==> src/rtl/fft_stage_counter_pkg.sv <==
// Shared FFT index/stage definitions used by the stage counter and its modulo adder.
package fft_stage_counter_pkg;

  localparam int FFT_IDX_W   = 5;
  localparam int FFT_STAGE_W = 3;
  localparam int INIT_ONE    = 1;

endpackage : fft_stage_counter_pkg

==> src/rtl/fft_stage_counter_mod_adder.sv <==
// Combinational modulo adder: (a + b) mod limit_eff, where m==0 selects 2**WIDTH.
module fft_mod_adder
  import fft_stage_counter_pkg::*;
#(
  parameter int WIDTH = FFT_IDX_W
) (
  input  logic [WIDTH-1:0] a,
  input  logic [WIDTH-1:0] b,
  input  logic [WIDTH-1:0] m,
  output logic [WIDTH-1:0] sum_mod,
  output logic             wrapped
);

  logic [WIDTH:0] limit_eff;
  logic [WIDTH:0] sum_ext;
  logic [WIDTH:0] diff_ext;

  // One extra bit so the 2**WIDTH modulus and the carry of a+b are both representable.
  always_comb begin
    limit_eff = (m == '0) ? {1'b1, {WIDTH{1'b0}}} : {1'b0, m};
    sum_ext   = {1'b0, a} + {1'b0, b};
    diff_ext  = sum_ext - limit_eff;
    wrapped   = (sum_ext >= limit_eff);
    sum_mod   = wrapped ? diff_ext[WIDTH-1:0] : sum_ext[WIDTH-1:0];
  end

endmodule : fft_mod_adder

==> src/rtl/fft_stage_counter.sv <==
// Modulo index counter with stage tracking and a sticky done flag for FFT address generation.
module fft_stage_counter
  import fft_stage_counter_pkg::*;
#(
  parameter int               WIDTH   = FFT_IDX_W,
  parameter int               STAGE_W = FFT_STAGE_W,
  parameter logic [WIDTH-1:0] INIT    = WIDTH'(INIT_ONE)
) (
  input  logic               clk,
  input  logic               clr,
  input  logic               en,
  input  logic               load,
  input  logic [WIDTH-1:0]   load_val,
  input  logic [WIDTH-1:0]   step,
  input  logic [WIDTH-1:0]   limit,
  input  logic [STAGE_W-1:0] num_stages,
  output logic [WIDTH-1:0]   count,
  output logic [STAGE_W-1:0] stage,
  output logic               wrap,
  output logic               done
);

  logic [WIDTH-1:0]   count_p1;
  logic [STAGE_W-1:0] stage_p1;
  logic               wrap_p1;
  logic               done_p1;

  logic [WIDTH-1:0]   sum_mod;
  logic               wrapped;
  logic               last_stage;

  fft_mod_adder #(
    .WIDTH (WIDTH)
  ) u_mod_adder (
    .a       (count_p1),
    .b       (step),
    .m       (limit),
    .sum_mod (sum_mod),
    .wrapped (wrapped)
  );

  // num_stages==0 means free-running, so no stage is ever the last one.
  assign last_stage = (num_stages != '0) &&
                      (stage_p1 == (num_stages - STAGE_W'(1)));

  // Stage p1: all state registered; priority clr > load > en.
  always_ff @(posedge clk) begin
    if (clr) begin
      count_p1 <= INIT;
      stage_p1 <= '0;
      wrap_p1  <= 1'b0;
      done_p1  <= 1'b0;
    end else if (load) begin
      count_p1 <= load_val;
      stage_p1 <= '0;
      wrap_p1  <= 1'b0;
      done_p1  <= 1'b0;
    end else if (en && !done_p1) begin
      count_p1 <= sum_mod;
      wrap_p1  <= wrapped;
      if (wrapped) begin
        if (last_stage) begin
          done_p1 <= 1'b1;
        end else begin
          stage_p1 <= stage_p1 + STAGE_W'(1);
        end
      end
    end else begin
      wrap_p1 <= 1'b0;
    end
  end

  assign count = count_p1;
  assign stage = stage_p1;
  assign wrap  = wrap_p1;
  assign done  = done_p1;

endmodule : fft_stage_counter

==> config.mk <==
export PLATFORM = sky130hd
export DESIGN_NAME = fft_stage_counter
export DESIGN_NICKNAME = d
export VERILOG_FILES = /design/src/rtl/fft_stage_counter_pkg.sv /design/src/rtl/fft_stage_counter_mod_adder.sv /design/src/rtl/fft_stage_counter.sv
export SDC_FILE = /design/constraint.sdc
export NUM_CORES = 1
export LEC_CHECK = 0
export CAP_MARGIN = 10
export CORE_ASPECT_RATIO = 0.7
export CORE_MARGIN = 2
export CORE_UTILIZATION = 33
export DETAILED_ROUTE_END_ITERATION = 8
export DONT_BUFFER_PORTS = 1
export GPL_ROUTABILITY_DRIVEN = 0
export GPL_TIMING_DRIVEN = 0
export PLACE_DENSITY = 0.57
export SETUP_SLACK_MARGIN = 0.5
export SYNTH_ARGS = -nofsm -noshare
export SYNTH_HDL_FRONTEND = slang
export SYNTH_HIERARCHICAL = 1
export SYNTH_SLANG_ARGS = --single-unit
==> constraint.sdc <==
create_clock -name clk -period 3.72 [get_ports clk]
set_input_delay 0.372 -clock clk [delete_from_list [all_inputs] [get_ports clk]]
set_output_delay 0.372 -clock clk [all_outputs]
set_load 0.05 [all_outputs]
; Word level (Yosys, flattened, before mapping)
; Cells that the tools add are included.
[word_totals]
wordCells = 26
output_inout_bits = 10
inputBits = 22
regBits = 10
[op_classes]
n_eq_ne = 1
mux = 4
n_reduce_logical = 10
bitwise = 2
add_sub_neg = 4
n_lt_le_gt_ge = 1
[ops]
columns = operator, n
row1 = 5-bit 2-to-1 mux, 3
row2 = 5-bit by 5-bit adder with 6-bit output, 1
row3 = 6-bit greater-or-equal comparator, 1
row4 = 6-bit 2-to-1 mux, 1
row5 = 3-bit AND reduction, 2
row6 = 5-bit logical NOT, 1
row7 = 5-bit subtractor, 1
row8 = 3-bit by 1-bit adder with 3-bit output (second input constant), 1
row9 = 3-bit equality test, 1
row10 = 3-bit nonzero test, 1
row11 = 3-bit OR reduction, 1
row12 = 3-bit by 1-bit subtractor with 3-bit output (second input constant), 1
row13 = 1-bit logical AND, 2
row14 = 1-bit NOT, 2
row15 = 2-bit nonzero test, 1
row16 = 2-bit OR reduction, 1
row17 = 1-bit logical NOT, 1

; Longest topological paths before layout
[logic_depth]
ltp_word = 6
ltp_mapped = 14
depth_no_buf = 14

; Hierarchy
; The synthesis kept the hierarchy.
[modules_own_cells]
columns = module, cells_each, seq_area_each_um2, instances, area_each_um2
row1 = fft_stage_counter, 55, 200.2, 1, 545.5
row2 = fft_mod_adder, 60, 0.0, 1, 494.2

; Worst setup path before layout
; Ideal clock, no wire load.
[synth_path]
path_kind = register -> register
from = reg count_p1[0] (netlist: count[0])
to = reg stage_p1[2] (netlist: stage[2])
path_buffers = 0
t_required_ns = 3.604
path_stages_with_launch = 14
arrival_ns = 3.186
slack_ns = 0.418
setup_time_ns = 0.116
synth_period_minus_slack_ns = 3.302
cell_sequence = dfxtp_1 > ha_1 > inv_1 > fa_1 > fa_1 > nand2b_1 > a21oi_2 > or2_4 > a31oi_4 > inv_1 > nand3b_1 > a41oi_4 > a21oi_1 > a31o_2
[synth_between]
elab_chain_cells = 3
[synth_rtl]
columns = item, line
row1 = start: declaration, fft_stage_counter.sv:23  ; logic [WIDTH-1:0] count_p1;
row2 = start signal: assignment, fft_stage_counter.sv:54  ; count_p1 <= load_val;
row3 = start signal: assignment, fft_stage_counter.sv:59  ; count_p1 <= sum_mod;
row4 = 5-bit by 5-bit adder with 6-bit output, fft_stage_counter_mod_adder.sv:21  ; sum_ext = {1'b0, a} + {1'b0, b};
row5 = 6-bit greater-or-equal comparator, fft_stage_counter_mod_adder.sv:23  ; wrapped = (sum_ext >= limit_eff);
row6 = via wrapped, fft_stage_counter.sv:29  ; logic wrapped;
row7 = 3-bit AND reduction (no source line), --
row8 = end signal: assignment, fft_stage_counter.sv:65  ; stage_p1 <= stage_p1 + STAGE_W'(1);
row9 = end: declaration, fft_stage_counter.sv:24  ; logic [STAGE_W-1:0] stage_p1;
; The timed path passes the listed nets, and every way through them passes these cells.
; A chain may end at the register's enable or synchronous reset.

; Final worst setup path
; Ends and elaborated chain as after synthesis.

==> impl_metrics.env <==
export IMPL_setup_viol=0
export IMPL_finalNetCount=161
export IMPL_synthTopCellsByCount="14 x ha_1, 14 x inv_1, 10 x dfxtp_1"
export IMPL_avgSynthCellArea_sq_um=9.041
export IMPL_hold_violations=0
export IMPL_first_global_vias=766
export IMPL_ctsHoldBuffers=0
export IMPL_chipHeight_um=50.97
export IMPL_start_kind="flip-flop"
export IMPL_num_vias=812
export IMPL_drc_errors=0
export IMPL_io_pins=32
export IMPL_postRouteAntennaNets=0
export IMPL_crit_arrival_ps=3200
export IMPL_cap_violations=0
export IMPL_end_kind="flip-flop"
export IMPL_viasPerCell=5.107
export IMPL_synth_ff_type="dfxtp_1"
export IMPL_ys_seq_area_share_pct=19.25
export IMPL_drive_gt1_share_pct=23.14
export IMPL_synth_top_area_cell="dfxtp_1"
export IMPL_grt_pass1_wl_mm=3.512
export IMPL_synth_cell_types=35
export IMPL_std_cell_rows=17
export IMPL_synth_seq_cells=10
export IMPL_clock_tree_root_cell="clkbuf_8"
export IMPL_synthXorXnorAreaFrac_pct=9.025
export IMPL_placement_io_buffers=0
export IMPL_worst_slack_ps=647.6
export IMPL_cts_buffers=3
export IMPL_coreArea_sq_um=3084
export IMPL_critPathMaxFanout=5
export IMPL_place_area_sq_um=1089
export IMPL_yosys_warnings=6
export IMPL_final_period_utilization_pct=82.59
export IMPL_required_ps=3840
export IMPL_syn_inst=115
export IMPL_drt_wl_total_mm=2.191
export IMPL_peakVddDrop_uv=289.1
export IMPL_cts_sinks=10
export IMPL_cts_max_path_buffers=2
export IMPL_whs_ps=382.5
export IMPL_synth_nets=153
export IMPL_grt_max_degree=11
export IMPL_synth_area_mux_share_pct=10.71
export IMPL_cts_tree="built"
export IMPL_holdPathStages=2
export IMPL_synthTopCellsByArea="dfxtp_1 19%, ha_1 17%, mux2i_1 6.7%"
export IMPL_yosys_area_share_simple_pct=14.56
export IMPL_area_growth_pct=14.68
export IMPL_r2r_end="stage[2]"
export IMPL_rsz0062_at_grt="true"
export IMPL_skew_ps=4.094
export IMPL_design_die_area_sq_um=3623
export IMPL_drt_iter0_markers=20
export IMPL_final_area_sq_um=1192
export IMPL_grt_overflow_total=0
export IMPL_place_hpwl_mm=1.820
export IMPL_start_util_pct=33.71
export IMPL_clkLatencyLatePin_ps=230
export IMPL_finalCriticalPeriod_ps=3072
export IMPL_maxSlewViolCount=0
export IMPL_rrSetupSlack_ps=650
export IMPL_r2r_cells=13
export IMPL_max_slew_margin_pct=58.75
export IMPL_syn_area_sq_um=1040
export IMPL_status="finished clean"
export IMPL_tightest_slew_ps=617.8
export IMPL_cellPowerDensity_nw_per_um2=731.0
export IMPL_place_ws_ps=216.3
export IMPL_synth_edf_count=0
export IMPL_total_leakage_power_nw=0.5507
export IMPL_cts_htree_levels=1
export IMPL_hold_class="in -> reg"
export IMPL_holdPathEnd="count[1]"
export IMPL_timing_worst_setup_path_type="reg -> reg"
export IMPL_p_total_w=0.0008717
export IMPL_clkSlewWorstSetupHoldPaths_ps=50
export IMPL_synth_top_family_by_area="adder cells"
export IMPL_antenna_found_initial=0
export IMPL_tns_ps=0
export IMPL_synth_async_reset_ratio_pct=0
export IMPL_routedWlPerCell_um=13.78
export IMPL_dr_pass1_iters=4
export IMPL_synth_compound_area_share_pct=18.77
export IMPL_n_antenna_cell=0
export IMPL_die_w_um=71.09
export IMPL_gr_usage_all_layers_pct=12.54
export IMPL_synth_top_area_share_pct=19.25
export IMPL_fmax_ghz=0.3255
export IMPL_hp_start="load_val[1]"
export IMPL_timing_rr_start="count[0]"
export IMPL_synthAdderAreaFrac_pct=20.70
-- state kept, by name, indices dropped and copies added, names as in the netlist --
name / count
wrap: 1
stage: 3
count: 5
done: 1
-- layout make-up --
cell class,instances,area (sq um)
fill,308,1892
multi-input combinational,86,798.3
sequential,10,210.2
inverter,14,52.55
tap,38,47.55
clock buffer,3,41.29
timing repair buffer,3,22.52
buffer,5,20.02
-- layer usage --
metal / vias up / GRT usage, % / wire, um
li1: 413 / - / -
met1: 373 / 17.42 / 1049
met2: 26 / 18.54 / 974
met3: 0 / 6.312 / 168
met4: 0 / 0 / 0
met5: - / 0 / 0
-- worst max-delay path, cell delays in order, from the launching register on --
cell	delay (ps)
dfxtp_4	450
ha_4	160
inv_1	50
fa_2	480
fa_2	410
nand2b_1	170
a21oi_2	160
or2_4	150
a31oi_4	130
inv_1	90
nand3b_1	140
a41oi_4	260
a21oi_1	100
a31o_2	210
-- layout by cell type, fill, tap and decap left out, drive strengths merged, types with 2 or more instances in the layout --
master,netlist,layout
a211oi,4,4
a21o,4,4
a21oi,6,6
buf,1,4
clkbuf,4,7
dfxtp,10,10
fa,2,2
ha,14,14
inv,14,14
mux2,3,3
mux2i,7,7
nand2,2,2
nand2b,5,5
nand3,2,2
nor2,9,9
nor3,4,4
o21ai,3,3
xnor2,5,5
xor2,3,3
-- worst max-delay path by stage --
stage | from | end | slack, ps | cells after the start
floorplan | count[1] | stage[2] | 510 | 12
global placement | count[1] | stage[2] | 270 | 12
detailed placement | count[1] | stage[2] | 220 | 12
CTS | count[0] | stage[2] | 500 | 13
global route | count[0] | stage[2] | 480 | 13
finish | count[0] | stage[2] | 650 | 13
-- where the power goes --
| group | switching, W | internal [W] |
|---|---|---|
| Sequential | 0.0000849 | 0.000131 |
| Clock | 0.0000368 | 0.0000704 |
| Combinational | 0.000257 | 0.000292 |
| Total | 0.000378 | 0.000493 |
-- timing repair --
item                                    CTS  global route
pin swaps                                 2             2
setup buffers                             2             1
resized for setup                         3             9
endpoints found under the setup margin    8             8
-- logic make-up after synthesis --
family | after synthesis
AO/OA/AOI/OAI | 23
AND/OR/NAND/NOR | 28
buffers and inverters | 19
flip-flops | 10
multiplexers | 10
XOR/XNOR | 9
adder cells (fa/ha/maj) | 16
-- stage by stage --
stage                     cells  util [%]
after global placement      153     35.29
after floorplan             115         -
final                       159     38.66
after global routing        159     38.66
after CTS                   158     37.28
after detailed placement    153     35.29
Power figures use the tool's default switching activity.
